$ cat src/rtl/oled_pkg.sv
// Shared constants, FSM state encoding and sizing helpers for the OLED frame refresh reader.
package oled_pkg;

  localparam logic [7:0] CMD_PAGE_BASE = 8'hB0;
  localparam logic [7:0] CMD_COL_LO    = 8'h00;
  localparam logic [7:0] CMD_COL_HI    = 8'h10;

  typedef enum logic [3:0] {
    S_WAIT_INIT,
    S_START,
    S_CMD,
    S_CMD_WAIT,
    S_RD,
    S_RD_WAIT,
    S_DATA,
    S_DATA_WAIT,
    S_IDLE
  } oled_state_e;

  function automatic int bits_for(input int n);
    return (n > 1) ? $clog2(n) : 1;
  endfunction

  function automatic int addr_w(input int pages, input int cols);
    return bits_for(pages * cols);
  endfunction

  // Page-addressing command sequence: page select, column low nibble, column high nibble.
  function automatic logic [7:0] cmd_byte(input logic [1:0] idx, input logic [3:0] page,
                                          input logic [7:0] col_off);
    case (idx)
      2'd0:    return CMD_PAGE_BASE | {4'h0, page};
      2'd1:    return CMD_COL_LO | {4'h0, col_off[3:0]};
      default: return CMD_COL_HI | {4'h0, col_off[7:4]};
    endcase
  endfunction

endpackage

$ cat src/rtl/oled_frame_refresh_if.sv
// Frame RAM read port and SPI byte-writer handshake of the OLED frame refresh reader.
interface oled_frame_refresh_if #(
  parameter int AW = 10
);
  logic          rden;
  logic [AW-1:0] rdaddress;
  logic [7:0]    ram_data;
  logic          ena_write;
  logic          oled_dc;
  logic [7:0]    data;
  logic          write_done;

  modport master (
    output rden, rdaddress, ena_write, oled_dc, data,
    input  ram_data, write_done
  );

  modport slave (
    input  rden, rdaddress, ena_write, oled_dc, data,
    output ram_data, write_done
  );
endinterface

$ cat src/rtl/oled_refresh_timer.sv
// Idle-period counter: counts while enabled, clears on request, flags REFRESH_CYC-1.
module oled_refresh_timer
  import oled_pkg::*;
#(
  parameter int REFRESH_CYC = 100_000
) (
  input  logic clk,
  input  logic rst,
  input  logic clr,
  input  logic en,
  output logic tc
);
  localparam int TW = bits_for(REFRESH_CYC);

  logic [TW-1:0] count_q;

  assign tc = en && (count_q == TW'(REFRESH_CYC - 1));

  always_ff @(posedge clk) begin
    if (rst || clr) begin
      count_q <= '0;
    end else if (en && !tc) begin
      count_q <= count_q + 1'b1;
    end
  end
endmodule

$ cat src/rtl/oled_frame_refresh.sv
// Streams a page-organised frame buffer from RAM to the OLED SPI byte writer.
// Optional dirty-page skipping is enabled by defining OLED_DIRTY_SKIP_EN.
module oled_frame_refresh
  import oled_pkg::*;
#(
  parameter int PAGES       = 8,
  parameter int COLS        = 128,
  parameter int COL_OFFSET  = 0,
  parameter int REFRESH_CYC = 100_000,
  parameter int RD_LAT      = 1,
  parameter int PAGE_DESC   = 1
) (
  input  logic               clk,
  input  logic               rst,
  input  logic               init_done,
  input  logic               refresh_req,
  input  logic [PAGES-1:0]   dirty_set,
  oled_frame_refresh_if.master bus,
  output logic               busy,
  output logic               frame_done
);
  localparam int AW = addr_w(PAGES, COLS);
  localparam int SW = bits_for(PAGES);
  localparam int CW = bits_for(COLS);
  localparam logic [7:0] COL_OFF8 = 8'(COL_OFFSET);

  oled_state_e   state_q, state_d;
  logic [SW-1:0] slot_q, slot_d;
  logic [1:0]    cmd_q, cmd_d;
  logic [CW-1:0] col_q, col_d;
  logic [2:0]    lat_q, lat_d;
  logic          rden_q, rden_d;
  logic [AW-1:0] addr_q, addr_d;
  logic          ena_q, ena_d;
  logic          dc_q, dc_d;
  logic [7:0]    data_q, data_d;
  logic          fdone_q, fdone_d;
  logic          tmr_tc;
  logic [3:0]    page_num;
  logic          first_ok, next_ok;
  logic [SW-1:0] first_slot, next_slot;

  oled_refresh_timer #(.REFRESH_CYC(REFRESH_CYC)) u_timer (
    .clk (clk),
    .rst (rst),
    .clr (state_q != S_IDLE),
    .en  (state_q == S_IDLE),
    .tc  (tmr_tc)
  );

  assign page_num = (PAGE_DESC != 0) ? 4'(PAGES - 1 - int'(slot_q)) : 4'(int'(slot_q));

`ifdef OLED_DIRTY_SKIP_EN
  logic [PAGES-1:0] dirty_q, dirty_clr;

  // A dirty_set landing on the same cycle as the clear keeps the bit set.
  always_ff @(posedge clk) begin
    if (rst) dirty_q <= '1;
    else     dirty_q <= (dirty_q & ~dirty_clr) | dirty_set;
  end

  always_comb begin
    first_ok   = 1'b0;
    first_slot = '0;
    next_ok    = 1'b0;
    next_slot  = '0;
    for (int unsigned i = 0; i < PAGES; i++) begin
      if (dirty_q[i] && !first_ok) begin
        first_ok   = 1'b1;
        first_slot = SW'(i);
      end
      if (dirty_q[i] && (i > 32'(slot_q)) && !next_ok) begin
        next_ok   = 1'b1;
        next_slot = SW'(i);
      end
    end
  end
`else
  logic unused_dirty_set;
  assign unused_dirty_set = ^dirty_set;
  assign first_ok   = 1'b1;
  assign first_slot = '0;
  assign next_ok    = (slot_q != SW'(PAGES - 1));
  assign next_slot  = slot_q + 1'b1;
`endif

  always_comb begin
    state_d = state_q;
    slot_d  = slot_q;
    cmd_d   = cmd_q;
    col_d   = col_q;
    lat_d   = lat_q;
    rden_d  = 1'b0;
    addr_d  = addr_q;
    ena_d   = 1'b0;
    dc_d    = dc_q;
    data_d  = data_q;
    fdone_d = 1'b0;
`ifdef OLED_DIRTY_SKIP_EN
    dirty_clr = '0;
`endif
    case (state_q)
      S_WAIT_INIT: if (init_done) state_d = S_START;
      S_START: begin
        if (first_ok) begin
          slot_d  = first_slot;
          cmd_d   = 2'd0;
          state_d = S_CMD;
        end else begin
          fdone_d = 1'b1;
          state_d = S_IDLE;
        end
      end
      S_CMD: begin
        ena_d   = 1'b1;
        dc_d    = 1'b0;
        data_d  = cmd_byte(cmd_q, page_num, COL_OFF8);
        state_d = S_CMD_WAIT;
      end
      S_CMD_WAIT: begin
        if (bus.write_done) begin
          if (cmd_q == 2'd2) begin
            col_d   = '0;
            state_d = S_RD;
          end else begin
            cmd_d   = cmd_q + 2'd1;
            state_d = S_CMD;
          end
        end
      end
      S_RD: begin
        rden_d  = 1'b1;
        addr_d  = AW'(int'(slot_q) * COLS + int'(col_q));
        lat_d   = '0;
        state_d = S_RD_WAIT;
      end
      // lat_q counts cycles since the rden pulse; capture exactly RD_LAT cycles later.
      S_RD_WAIT: begin
        if (lat_q == 3'(RD_LAT)) begin
          data_d  = bus.ram_data;
          dc_d    = 1'b1;
          state_d = S_DATA;
        end else begin
          lat_d = lat_q + 3'd1;
        end
      end
      S_DATA: begin
        ena_d   = 1'b1;
        state_d = S_DATA_WAIT;
      end
      S_DATA_WAIT: begin
        if (bus.write_done) begin
          if (col_q == CW'(COLS - 1)) begin
`ifdef OLED_DIRTY_SKIP_EN
            dirty_clr[slot_q] = 1'b1;
`endif
            if (next_ok) begin
              slot_d  = next_slot;
              cmd_d   = 2'd0;
              state_d = S_CMD;
            end else begin
              fdone_d = 1'b1;
              state_d = S_IDLE;
            end
          end else begin
            col_d   = col_q + 1'b1;
            state_d = S_RD;
          end
        end
      end
      S_IDLE: if (tmr_tc || refresh_req) state_d = S_START;
      default: state_d = S_WAIT_INIT;
    endcase
  end

  always_ff @(posedge clk) begin
    if (rst) begin
      state_q <= S_WAIT_INIT;
      slot_q  <= '0;
      cmd_q   <= '0;
      col_q   <= '0;
      lat_q   <= '0;
      rden_q  <= 1'b0;
      addr_q  <= '0;
      ena_q   <= 1'b0;
      dc_q    <= 1'b1;
      data_q  <= '0;
      fdone_q <= 1'b0;
    end else begin
      state_q <= state_d;
      slot_q  <= slot_d;
      cmd_q   <= cmd_d;
      col_q   <= col_d;
      lat_q   <= lat_d;
      rden_q  <= rden_d;
      addr_q  <= addr_d;
      ena_q   <= ena_d;
      dc_q    <= dc_d;
      data_q  <= data_d;
      fdone_q <= fdone_d;
    end
  end

  assign bus.rden      = rden_q;
  assign bus.rdaddress = addr_q;
  assign bus.ena_write = ena_q;
  assign bus.oled_dc   = dc_q;
  assign bus.data      = data_q;
  assign frame_done    = fdone_q;
  assign busy          = !(state_q inside {S_WAIT_INIT, S_IDLE}) || fdone_q;
endmodule
$ cat src/flat_wrapper.sv
// flat-port wrapper written by rule: the top's interface ports become plain ports
module oled_frame_refresh_flat import oled_pkg::*;
#(
  parameter int PAGES       = 8,
  parameter int COLS        = 128,
  parameter int COL_OFFSET  = 0,
  parameter int REFRESH_CYC = 100_000,
  parameter int RD_LAT      = 1,
  parameter int PAGE_DESC   = 1
)
  (clk, rst, init_done, refresh_req, dirty_set, busy, frame_done, bus_rden, bus_rdaddress, bus_ena_write, bus_oled_dc, bus_data, bus_ram_data, bus_write_done);
  oled_frame_refresh_if bus_i ();
  input  logic clk;
  input  logic rst;
  input  logic init_done;
  input  logic refresh_req;
  input  logic [PAGES-1:0] dirty_set;
  output logic busy;
  output logic frame_done;
  output wire logic [$bits(bus_i.rden)-1:0] bus_rden;
  output wire logic [$bits(bus_i.rdaddress)-1:0] bus_rdaddress;
  output wire logic [$bits(bus_i.ena_write)-1:0] bus_ena_write;
  output wire logic [$bits(bus_i.oled_dc)-1:0] bus_oled_dc;
  output wire logic [$bits(bus_i.data)-1:0] bus_data;
  input wire logic [$bits(bus_i.ram_data)-1:0] bus_ram_data;
  input wire logic [$bits(bus_i.write_done)-1:0] bus_write_done;
  assign bus_rden = bus_i.rden;
  assign bus_rdaddress = bus_i.rdaddress;
  assign bus_ena_write = bus_i.ena_write;
  assign bus_oled_dc = bus_i.oled_dc;
  assign bus_data = bus_i.data;
  assign bus_i.ram_data = bus_ram_data;
  assign bus_i.write_done = bus_write_done;
  oled_frame_refresh #(.PAGES(PAGES), .COLS(COLS), .COL_OFFSET(COL_OFFSET), .REFRESH_CYC(REFRESH_CYC), .RD_LAT(RD_LAT), .PAGE_DESC(PAGE_DESC)) u_core (.clk(clk), .rst(rst), .init_done(init_done), .refresh_req(refresh_req), .dirty_set(dirty_set), .bus(bus_i), .busy(busy), .frame_done(frame_done));
endmodule
$ cat config.mk
export PLATFORM = sky130hd
export DESIGN_NAME = oled_frame_refresh_flat
export DESIGN_NICKNAME = d
export VERILOG_FILES = /design/src/rtl/oled_pkg.sv /design/src/rtl/oled_frame_refresh_if.sv /design/src/rtl/oled_refresh_timer.sv /design/src/rtl/oled_frame_refresh.sv /design/src/flat_wrapper.sv
export SDC_FILE = /design/constraint.sdc
export NUM_CORES = 1
export LEC_CHECK = 0
export CAP_MARGIN = 20
export CELL_PAD_IN_SITES_DETAIL_PLACEMENT = 0
export CELL_PAD_IN_SITES_GLOBAL_PLACEMENT = 1
export CORE_MARGIN = 2
export CORE_UTILIZATION = 43
export DETAILED_ROUTE_END_ITERATION = 10
export GPL_TIMING_DRIVEN = 0
export PLACE_DENSITY = 0.88
export SLEW_MARGIN = 10
export SYNTH_ARGS = -nofsm -noshare
export SYNTH_HDL_FRONTEND = slang
export SYNTH_SLANG_ARGS = --single-unit
$ cat constraint.sdc
create_clock -name clk -period 4.2 [get_ports clk]
set_input_delay 0.84 -clock clk [delete_from_list [all_inputs] [get_ports clk]]
set_output_delay 0.84 -clock clk [all_outputs]
set_load 0.005 [all_outputs]
# Word-level counts from Yosys, hierarchy flattened

Cells that the tools add are included.

Flip-flop bits (word level): 58
Output and inout bits: 23
Bits of input ports: 21
Word-level logic and storage cells: 105

Reductions and logical operators: 23
$add $sub $neg: 7
Bitwise operators: 3
Equal/unequal tests: 26
Muxes and demuxes: 34

Operator list:

| operator                                                                | number |
|---|---|
| 4-bit case mux with 9 select lines                                      | 1 |
| 8-bit case mux with 2 select lines                                      | 2 |
| 4-bit two-way mux                                                       | 7 |
| 7-bit two-way mux                                                       | 4 |
| 17-bit by 1-bit adder with 17-bit output, second input constant         | 1 |
| 17-bit == test, second input constant                                   | 1 |
| 4-bit by 3-bit == test with 1-bit output, second input constant         | 4 |
| 3-bit two-way mux                                                       | 5 |
| 7-bit case mux with 2 select lines                                      | 1 |
| 2-bit inequality test, second input constant                            | 6 |
| 3-bit case mux with 2 select lines                                      | 2 |
| 10-bit by 7-bit adder with 10-bit output                                | 1 |
| 2-bit two-way mux                                                       | 5 |
| 2-bit by 1-bit inequality test with 1-bit output, second input constant | 5 |
| 5-bit AND reduction                                                     | 2 |
| 2-bit nonzero test                                                      | 5 |
| 4-bit by 2-bit == test with 1-bit output, second input constant         | 2 |
| 8-bit two-way mux                                                       | 1 |
| 7-bit by 1-bit adder with 7-bit output, second input constant           | 1 |
| 7-bit == test, second input constant                                    | 1 |
| 3-bit by 1-bit adder with 3-bit output, second input constant           | 2 |
| 2-bit case mux with 3 select lines                                      | 1 |
| 6-bit AND reduction                                                     | 1 |
| 4-bit by 1-bit == test with 1-bit output, second input constant         | 1 |
| 21 further kinds                                                        | 31 |

# Longest topological paths before layout

Gate-level depths: netlist of run 1.

Word-level depth: 5
Gate-level depth with buffers: 7
Mapped depth without buffers: 6

# Hierarchy

From an unflattened synthesis of run 1, not the netlist that was laid out.

Cell total of the unflattened synthesis: 372
Area, all modules: 3066.7 um^2

Modules (own cells, without submodules):

| module             | area each (um^2) | instances | sequential area each (um^2) | cells each |
|---|---|---|---|---|
| oled_frame_refresh | 2150.8           | 1         | 820.8                       | 261 |
| oled_refresh_timer | 915.9            | 1         | 340.3                       | 111 |

# Worst setup path after synthesis of run 1

No wires, ideal clock.

Path type: input port to flip-flop
Start: input bus_write_done
End: register u_core.col_q[5]
Required time: 4085 ps
Stages: 5
Library setup time: 115 ps
Path slack: 2039 ps
Buffers on the path: 1
Arrival: 2046 ps
Cell sequence: inv_1 or4_1 buf_2 o31a_1 o21a_1

Longest elaborated chain between the ends: 2
Elaborated cells on any way between the ends: 3
Those cells by class: eq/ne (2); reduce/logical (1)

RTL lines:

| element                           | RTL line                  | RTL |
|---|---|---|
| start: declaration                | flat_wrapper.sv:26        | `input wire logic [$bits(bus_i.write_done)-1:0] bus_write_done;` |
| 2-bit inequality test (no line)   | --                        |  |
| 5-bit AND reduction (no line) (*) | --                        |  |
| end signal: assignment            | oled_frame_refresh.sv:193 | `col_q <= col_d;` |
| end: declaration                  | oled_frame_refresh.sv:30  | `logic [CW-1:0] col_q, col_d;` |

Every way passes the cells marked *; elsewhere a longest branch is shown, timed or not.
A chain may end at the register's enable or synchronous reset.

# Worst setup path in the final report of run 1

Start: register u_core.state_q[1]
End: output busy

Longest elaborated chain between the ends: 4
Elaborated cells on any way between the ends: 5
Those cells by class: eq/ne (1); reduce/logical (4)

RTL lines:

| element                                                   | RTL line                  | RTL |
|---|---|---|
| start: declaration                                        | oled_frame_refresh.sv:27  | `oled_state_e state_q, state_d;` |
| start signal: assignment                                  | oled_frame_refresh.sv:190 | `state_q <= state_d;` |
| 4-bit == test / 4-bit logical NOT (equally long branches) | oled_frame_refresh.sv:210 | `assign busy = !(state_q inside {S_WAIT_INIT, S_IDLE}) \|\| fdone_q;` |
| 2-bit nonzero test (*)                                    | oled_frame_refresh.sv:210 |  |
| 1-bit logical NOT (*)                                     | oled_frame_refresh.sv:210 |  |
| 1-bit logical OR (*)                                      | oled_frame_refresh.sv:210 |  |
| end: declaration                                          | flat_wrapper.sv:18        | `output logic busy;` |

Marked as above.

==> results of run 1 <==
-- cells in the final DEF (no fill, tap or decap), drive strengths merged, types with 7 or more instances in the layout --
cell / instances
or4: 11
o31ai: 8
dfxtp: 58
nor3: 8
a21oi: 31
o21ai: 10
a31oi: 8
nand3: 16
nor2: 23
nand2: 46
ha: 10
clkbuf: 27
a211oi: 7
clkdlybuf4s50: 35
inv: 12
-- routing by layer --
metal / wire (um) / part of all wire [%] / vias up
met3: 317 / 4.5 / 14
met4: 152 / 2.1 / 0
met2: 3310 / 47 / 74
met5: 0 / 0 / -
met1: 3300 / 47 / 1247
li1: - / - / 1351
-- sequential cells by signal (all words and copies together) (netlist names) --
register                cells
u_core.bus.data             8
u_core.bus.ena_write        1
u_core.bus.oled_dc          1
u_core.bus.rdaddress       10
u_core.bus.rden             1
u_core.cmd_q                2
u_core.col_q                7
u_core.frame_done           1
u_core.lat_q                3
u_core.slot_q               3
u_core.state_q              4
u_core.u_timer.count_q     17
-- critical path: stages (launching register included) --
cell             delay (ps)
dfxtp_1                 300
buf_2                   170
buf_1                   240
or4_1                   580
clkdlybuf4s50_1         460
-- how the worst max path moves through the flow --
stage / cells after the start / endpoint / slack (ps)
final: 4 / busy / 1270
after global routing: 4 / busy / 1230
after CTS: 4 / busy / 1250
after detailed placement: 6 / u_core.col_q[5] / 1320
after global placement: 6 / u_core.col_q[5] / 1330
after floorplan: 5 / u_core.col_q[5] / 2040
-- kinds of logic after synthesis --
kind of cell,after synthesis,synth area share [%]
compound gates,82,18.4
xor+xnor,4,1.24
fa+ha+maj,10,4.43
buf+inv,31,4.21
flops,58,41.2
mux,3,1.11
simple gates,153,29.4
-- where the power goes --
part	total, mW	switching [mW]	internal, mW
Sequential	0.564	0.00554	0.559
Clock	0.653	0.228	0.424
Combinational	0.0796	0.0399	0.0397
-- stage by stage --
step                total power [mW]  instances
finish                          1.30        469
global route                    1.34        469
CTS                             1.31        469
detailed placement             0.655        453
global placement               0.655        453
floorplan                      0.615        341
-- layout make-up --
class,instances,area (um2),share of cell area (%)
buffer,19,73.8,2.10
inverter,12,45.0,1.28
sequential,58,1160,33.0
clock inverter,5,100,2.84
clock buffer,11,151,4.30
multi-input combinational,252,1540,43.8
timing repair buffer,35,350,9.95
tap,77,96.3,2.74
-- Yosys cell counts, types with 2 or more instances --
cell type   n
dfxtp_1    58
nand2_1    45
a21oi_1    31
nor2_1     23
clkbuf_1   16
nand3_1    16
inv_1      12
or4_1      11
ha_1       10
a31oi_1     8
nor3_1      8
o21ai_0     8
o31ai_1     8
a211oi_1    7
and3_1      6
nand4_1     6
nand2b_1    5
nor4_1      5
or3_1       5
and4_1      4
xor2_1      4
nor3b_1     3
nor4b_1     3
o211ai_1    3
o21a_1      3
a22o_1      2
buf_2       2
mux2i_1     2
o32ai_1     2
==> impl_metrics.py, run 1 <==
metrics = {
    "sta": {
        "finalHoldWorstSlack_ps": 453,
        "max_freq_mhz": 341,
        "report.final.setup_viol": 0,
        "rsz0062_at_grt": "no",
        "fin_setup_tns_ps": 0,
        "finalClockSkew_ps": 6.04,
        "fin_crit_ps": 2930,
        "fin_ws_ps": 1270,
        "hold_viol": 0,
        "relSlewSlack_pct": 58.6,
        "period_share_pct": 69.7,
        "worstMarginPinSlew_ps": 606,
        "slew_violations": 0,
    },
    "cells_and_area": {
        "fin_area_um2": 3520,
        "final_util_pct": 55.4,
        "layout-drive-gt1-share_pct": 6.12,
        "nNetsFinal": 418,
        "diodes": 0,
        "fill_cells": 574,
        "area_growth_pct": 24.7,
    },
    "detailed_routing": {
        "vias": 2686,
        "dr.first_iter.drc_count": 238,
        "wl_per_cell_um": 15.1,
        "wirelength_um": 7080,
        "postRouteAntennaNets": 0,
        "viasPerCell": 5.73,
        "drtPass1Iterations": 4,
        "drc": 0,
    },
    "global_routing": {
        "grt_pass1_wl_um": 11400,
        "antenna_found_initial": 0,
        "track_usage_pct": 19.7,
        "first_global_vias": 2380,
        "busiest_layer": "met2",
        "grt_max_degree": 11,
        "use_met3_pct": 3.40,
        "use_met1_pct": 25.0,
        "grt_use_met2_pct": 31.9,
        "grt_overflow": 0,
    },
    "die": {
        "die_w_um": 85.0,
        "row_count": 29,
        "die_h_um": 85.0,
        "io_pins": 44,
        "start_util_pct": 44.4,
        "die_area_um2": 7230,
        "core_area_um2": 6350,
    },
    "synth": {
        "syn_inst": 341,
        "synthesis.nets": 372,
        "synth_area_leaders": "dfxtp_1 41%, nand2_1 6.0%, a21oi_1 5.5%, ha_1 4.4%, nor2_1 3.1%",
        "avgSynthCellArea_um2": 8.27,
        "synth_top_area_share_pct": 41.2,
        "async_reset_ff_share_pct": 0,
        "yosysSeqAreaShare_pct": 41.2,
        "yosysWarnings": 0,
        "ys_seq_elements": 58,
        "netlist_area_um2": 2820,
        "synth-edff-count": 0,
        "ys_types": 54,
        "ys.flop_type": "dfxtp_1",
        "synth_largest_area_cell": "dfxtp_1",
    },
    "min_path": {
        "hold_path_class": "reg -> reg",
        "hold_path_depth": 2,
        "holdPathEnd": "u_core.bus.rdaddress[7]",
        "worstHoldStart": "u_core.bus.rdaddress[7]",
    },
    "cts": {
        "cts_hold_buf": 0,
        "cts_setup_buffers": 0,
        "cts_sinks": 58,
        "clk_path_buf_depth": 2,
        "clkLatencyLatePin_ps": 340,
        "cts_tree": "yes",
        "cts.repair.resized": 0,
        "cts.clk_slew.worst_paths_ps": 70,
        "htreeDepth": 3,
        "cts_buffers": 9,
        "cts-root-buf": "clkbuf_8",
    },
    "power_and_ir_drop": {
        "power_density_nw_per_um2": 368,
        "vdd.ir_drop.worst_v": 0.000185,
        "p_leak_nw": 1.20,
    },
    "critical_path": {
        "worstSetupPathType": "reg -> out",
        "cp_data_required_time_ps": 3360,
        "cp_max_fo": 10,
        "reg2regPathDepth": 5,
        "cp-end-kind": "primary output",
        "crit_path_start": "u_core.state_q[1]",
        "cp.arrival_ps": 2090,
        "regToRegSetupSlack_ps": 1910,
        "start_kind": "register",
        "rr_startpoint": "u_core.col_q[0]",
        "worst_r2r_endpoint": "u_core.cmd_q[0]",
    },
    "placed_design": {
        "post-place-ws_ps": 1320,
        "place_hpwl_um": 4960,
        "postPlaceCellArea_um2": 3270,
        "port_buffers": 35,
        "gp_congestion": 0.982,
    },
    "flow_run": {
        "drv_cap": 0,
    },
    "outcome": {
        "status": "completed",
    },
}
Power figures use the tool's default switching activity.
==> run 2, diff against run 1 <==
--- a/config.mk
+++ b/config.mk
@@ -9,10 +9,10 @@
 export CELL_PAD_IN_SITES_DETAIL_PLACEMENT = 0
 export CELL_PAD_IN_SITES_GLOBAL_PLACEMENT = 1
 export CORE_MARGIN = 2
-export CORE_UTILIZATION = 43
+export CORE_UTILIZATION = 40
 export DETAILED_ROUTE_END_ITERATION = 10
 export GPL_TIMING_DRIVEN = 0
-export PLACE_DENSITY = 0.88
+export PLACE_DENSITY = 0.83
 export SLEW_MARGIN = 10
 export SYNTH_ARGS = -nofsm -noshare
 export SYNTH_HDL_FRONTEND = slang
==> constraint.sdc (replaced) <==
create_clock -name clk -period 3 [get_ports clk]
set_input_delay 0.6 -clock clk [delete_from_list [all_inputs] [get_ports clk]]
set_output_delay 0.6 -clock clk [all_outputs]
set_load 0.005 [all_outputs]
==> run 2 against run 1 <==
Net effect:
- clock-buffer cell count is the same
- total power increased by 31%
- final cell count increased by 4.1%
- die area grew 7.1%
- worst hold slack better by 1.2 ps
- critical endpoint unchanged
- largest cell class unchanged
- largest power group unchanged
==> impl_metrics.py, run 2 (synthesis gave the netlist of run 1 again) <==
metrics = {
    "cells_and_area": {
        "largest_register_ffs": 17,
        "nNetsFinal": 418,
        "top_register": "u_core.u_timer.count_q",
        "layout-drive-gt1-share_pct": 5.87,
        "layout_commonest_cell": "dfxtp_1",
        "mostFrequentLayoutCells": "58 x dfxtp_1, 45 x nand2_1, 35 x clkdlybuf4s50_1",
        "area_growth_pct": 24.4,
        "diodes": 0,
        "fill_cells": 682,
    },
    "detailed_routing": {
        "wirelength_um": 6830,
        "postRouteAntennaNets": 0,
        "dr.first_iter.drc_count": 174,
        "drtPass1Iterations": 4,
        "drc": 0,
        "wl_per_cell_um": 14.0,
        "vias": 2651,
        "viasPerCell": 5.43,
    },
    "die": {
        "die_w_um": 88.0,
        "start_util_pct": 41.5,
        "die_area_um2": 7740,
        "io_pins": 44,
        "row_count": 30,
        "die_h_um": 88.0,
        "core_area_um2": 6790,
    },
    "sta": {
        "max_freq_mhz": 372,
        "relSlewSlack_pct": 52.0,
        "report.final.setup_viol": 0,
        "worstMarginPinSlew_ps": 702,
        "period_share_pct": 89.6,
        "rsz0062_at_grt": "no",
        "finalClockSkew_ps": 5.36,
        "slew_violations": 0,
        "hold_viol": 0,
        "finalHoldWorstSlack_ps": 454,
        "fin_setup_tns_ps": 0,
        "fin_crit_ps": 2690,
    },
    "placed_design": {
        "port_buffers": 35,
        "gp_congestion": 0.920,
        "place_hpwl_um": 5000,
    },
    "critical_path": {
        "start_kind": "register",
        "rr_startpoint": "u_core.col_q[0]",
        "cp_max_fo": 10,
        "crit_path_start": "u_core.state_q[1]",
        "endpoint": "busy",
        "cp_data_required_time_ps": 2400,
        "reg2regPathDepth": 5,
        "worstSetupPathType": "reg -> out",
        "cp-end-kind": "primary output",
        "slowest_delay_ps": 580,
        "worst_path_max_delay_cell": "or4_1",
        "worst_r2r_endpoint": "u_core.cmd_q[0]",
        "regToRegSetupSlack_ps": 670,
        "cp.arrival_ps": 2090,
        "crit_chain": "buf_2 -> buf_1 -> or4_1 -> clkdlybuf4s50_1",
    },
    "cts": {
        "cts.clk_slew.worst_paths_ps": 60,
        "cts_tree": "yes",
        "clkLatencyLatePin_ps": 340,
        "cts.repair.resized": 0,
        "clk_path_buf_depth": 2,
        "cts_buffers": 9,
        "cts_setup_buffers": 0,
        "cts_sinks": 58,
        "cts-root-buf": "clkbuf_8",
        "cts_hold_buf": 0,
        "htreeDepth": 3,
    },
    "min_path": {
        "worstHoldStart": "u_core.bus.rdaddress[3]",
        "hold_path_depth": 2,
        "hold_path_class": "reg -> reg",
    },
    "power_and_ir_drop": {
        "sw_frac_of_total_pct": 21.9,
        "comb_power_share_pct": 6.6,
        "seqPwrFrac_pct": 46.6,
        "power_switching_mw": 0.370,
        "vdd.ir_drop.worst_v": 0.000392,
        "p_leak_nw": 1.18,
        "p_int_mw": 1.32,
        "clkPwrFrac_pct": 46.9,
        "power_density_nw_per_um2": 483,
    },
    "global_routing": {
        "grt_max_degree": 11,
        "track_usage_pct": 18.5,
        "grt_overflow": 0,
        "antenna_found_initial": 0,
        "first_global_vias": 2383,
        "grt_pass1_wl_um": 11100,
    },
    "outcome": {
        "status": "completed",
    },
    "flow_run": {
        "drv_cap": 0,
    },
}
## run 2: cell count changes in the layout (fill, tap and decap cells not counted)
| cell | before | now |
|---|---|---|
| clkbuf_8 | 11 | 10 |
| clkbuf_1 | 16 | 17 |
| clkinvlp_4 | 0 | 1 |
| bufinv_16 | 3 | 2 |
## run 2: worst min-delay path by stage
stage                               to
2_1_floorplan          u_core.cmd_q[0]
3_3_place_gp   u_core.bus.rdaddress[7]
3_5_place_dp   u_core.bus.rdaddress[3]
4_1_cts        u_core.bus.rdaddress[3]
5_1_grt        u_core.bus.rdaddress[4]
6_report       u_core.bus.rdaddress[3]
## run 2: critical path, delay by kind of cell (launching register included)
| kind | cells | cell delay, ps |
|---|---|---|
| DFF | 1 | 290 |
| buffers and inverters | 3 | 870 |
| and+or+nand+nor | 1 | 580 |
## run 2: cell type report
cell class                 count  area, um2  share of cell area (%)
multi-input combinational    252       1540                    43.9
sequential                    58       1160                    33.1
timing repair buffer          35        350                    9.98
clock buffer                  11        141                    4.03
tap                           96        120                    3.42
clock inverter                 5       77.6                    2.21
buffer                        19       73.8                    2.10
inverter                      12       45.0                    1.28
## run 2: power groups by stage
stage	Clock [mW]	Sequential, mW	Combinational [mW]
after global placement	0	0.806	0.110
after global routing	0.849	0.790	0.124
after floorplan	0	0.807	0.0537
after CTS	0.813	0.789	0.111
after detailed placement	0	0.807	0.111
final	0.795	0.789	0.111
## run 2: per-layer routing
metal	global-route usage, %	vias to the layer above	part of all wire (%)
met5	0	-	0
met1	22.8	1201	45
met2	30.4	81	47
li1	-	1354	-
met4	6.29	0	2.3
met3	6.03	15	5.4
## run 2: stage by stage
| step | instances | util [%] | power (mW) | setup WS [ps] | instance area, um2 |
|---|---|---|---|---|---|
| after floorplan | 341 | - | 0.861 | 1080 | 2820 |
| after global placement | 472 | 48.5 | 0.917 | 369 | 3290 |
| after detailed placement | 472 | 48.5 | 0.918 | 368 | 3290 |
| after CTS | 488 | 51.7 | 1.71 | 311 | 3510 |
| after global routing | 488 | 51.7 | 1.76 | 231 | 3510 |
| final | 488 | 51.7 | 1.70 | 313 | 3510 |
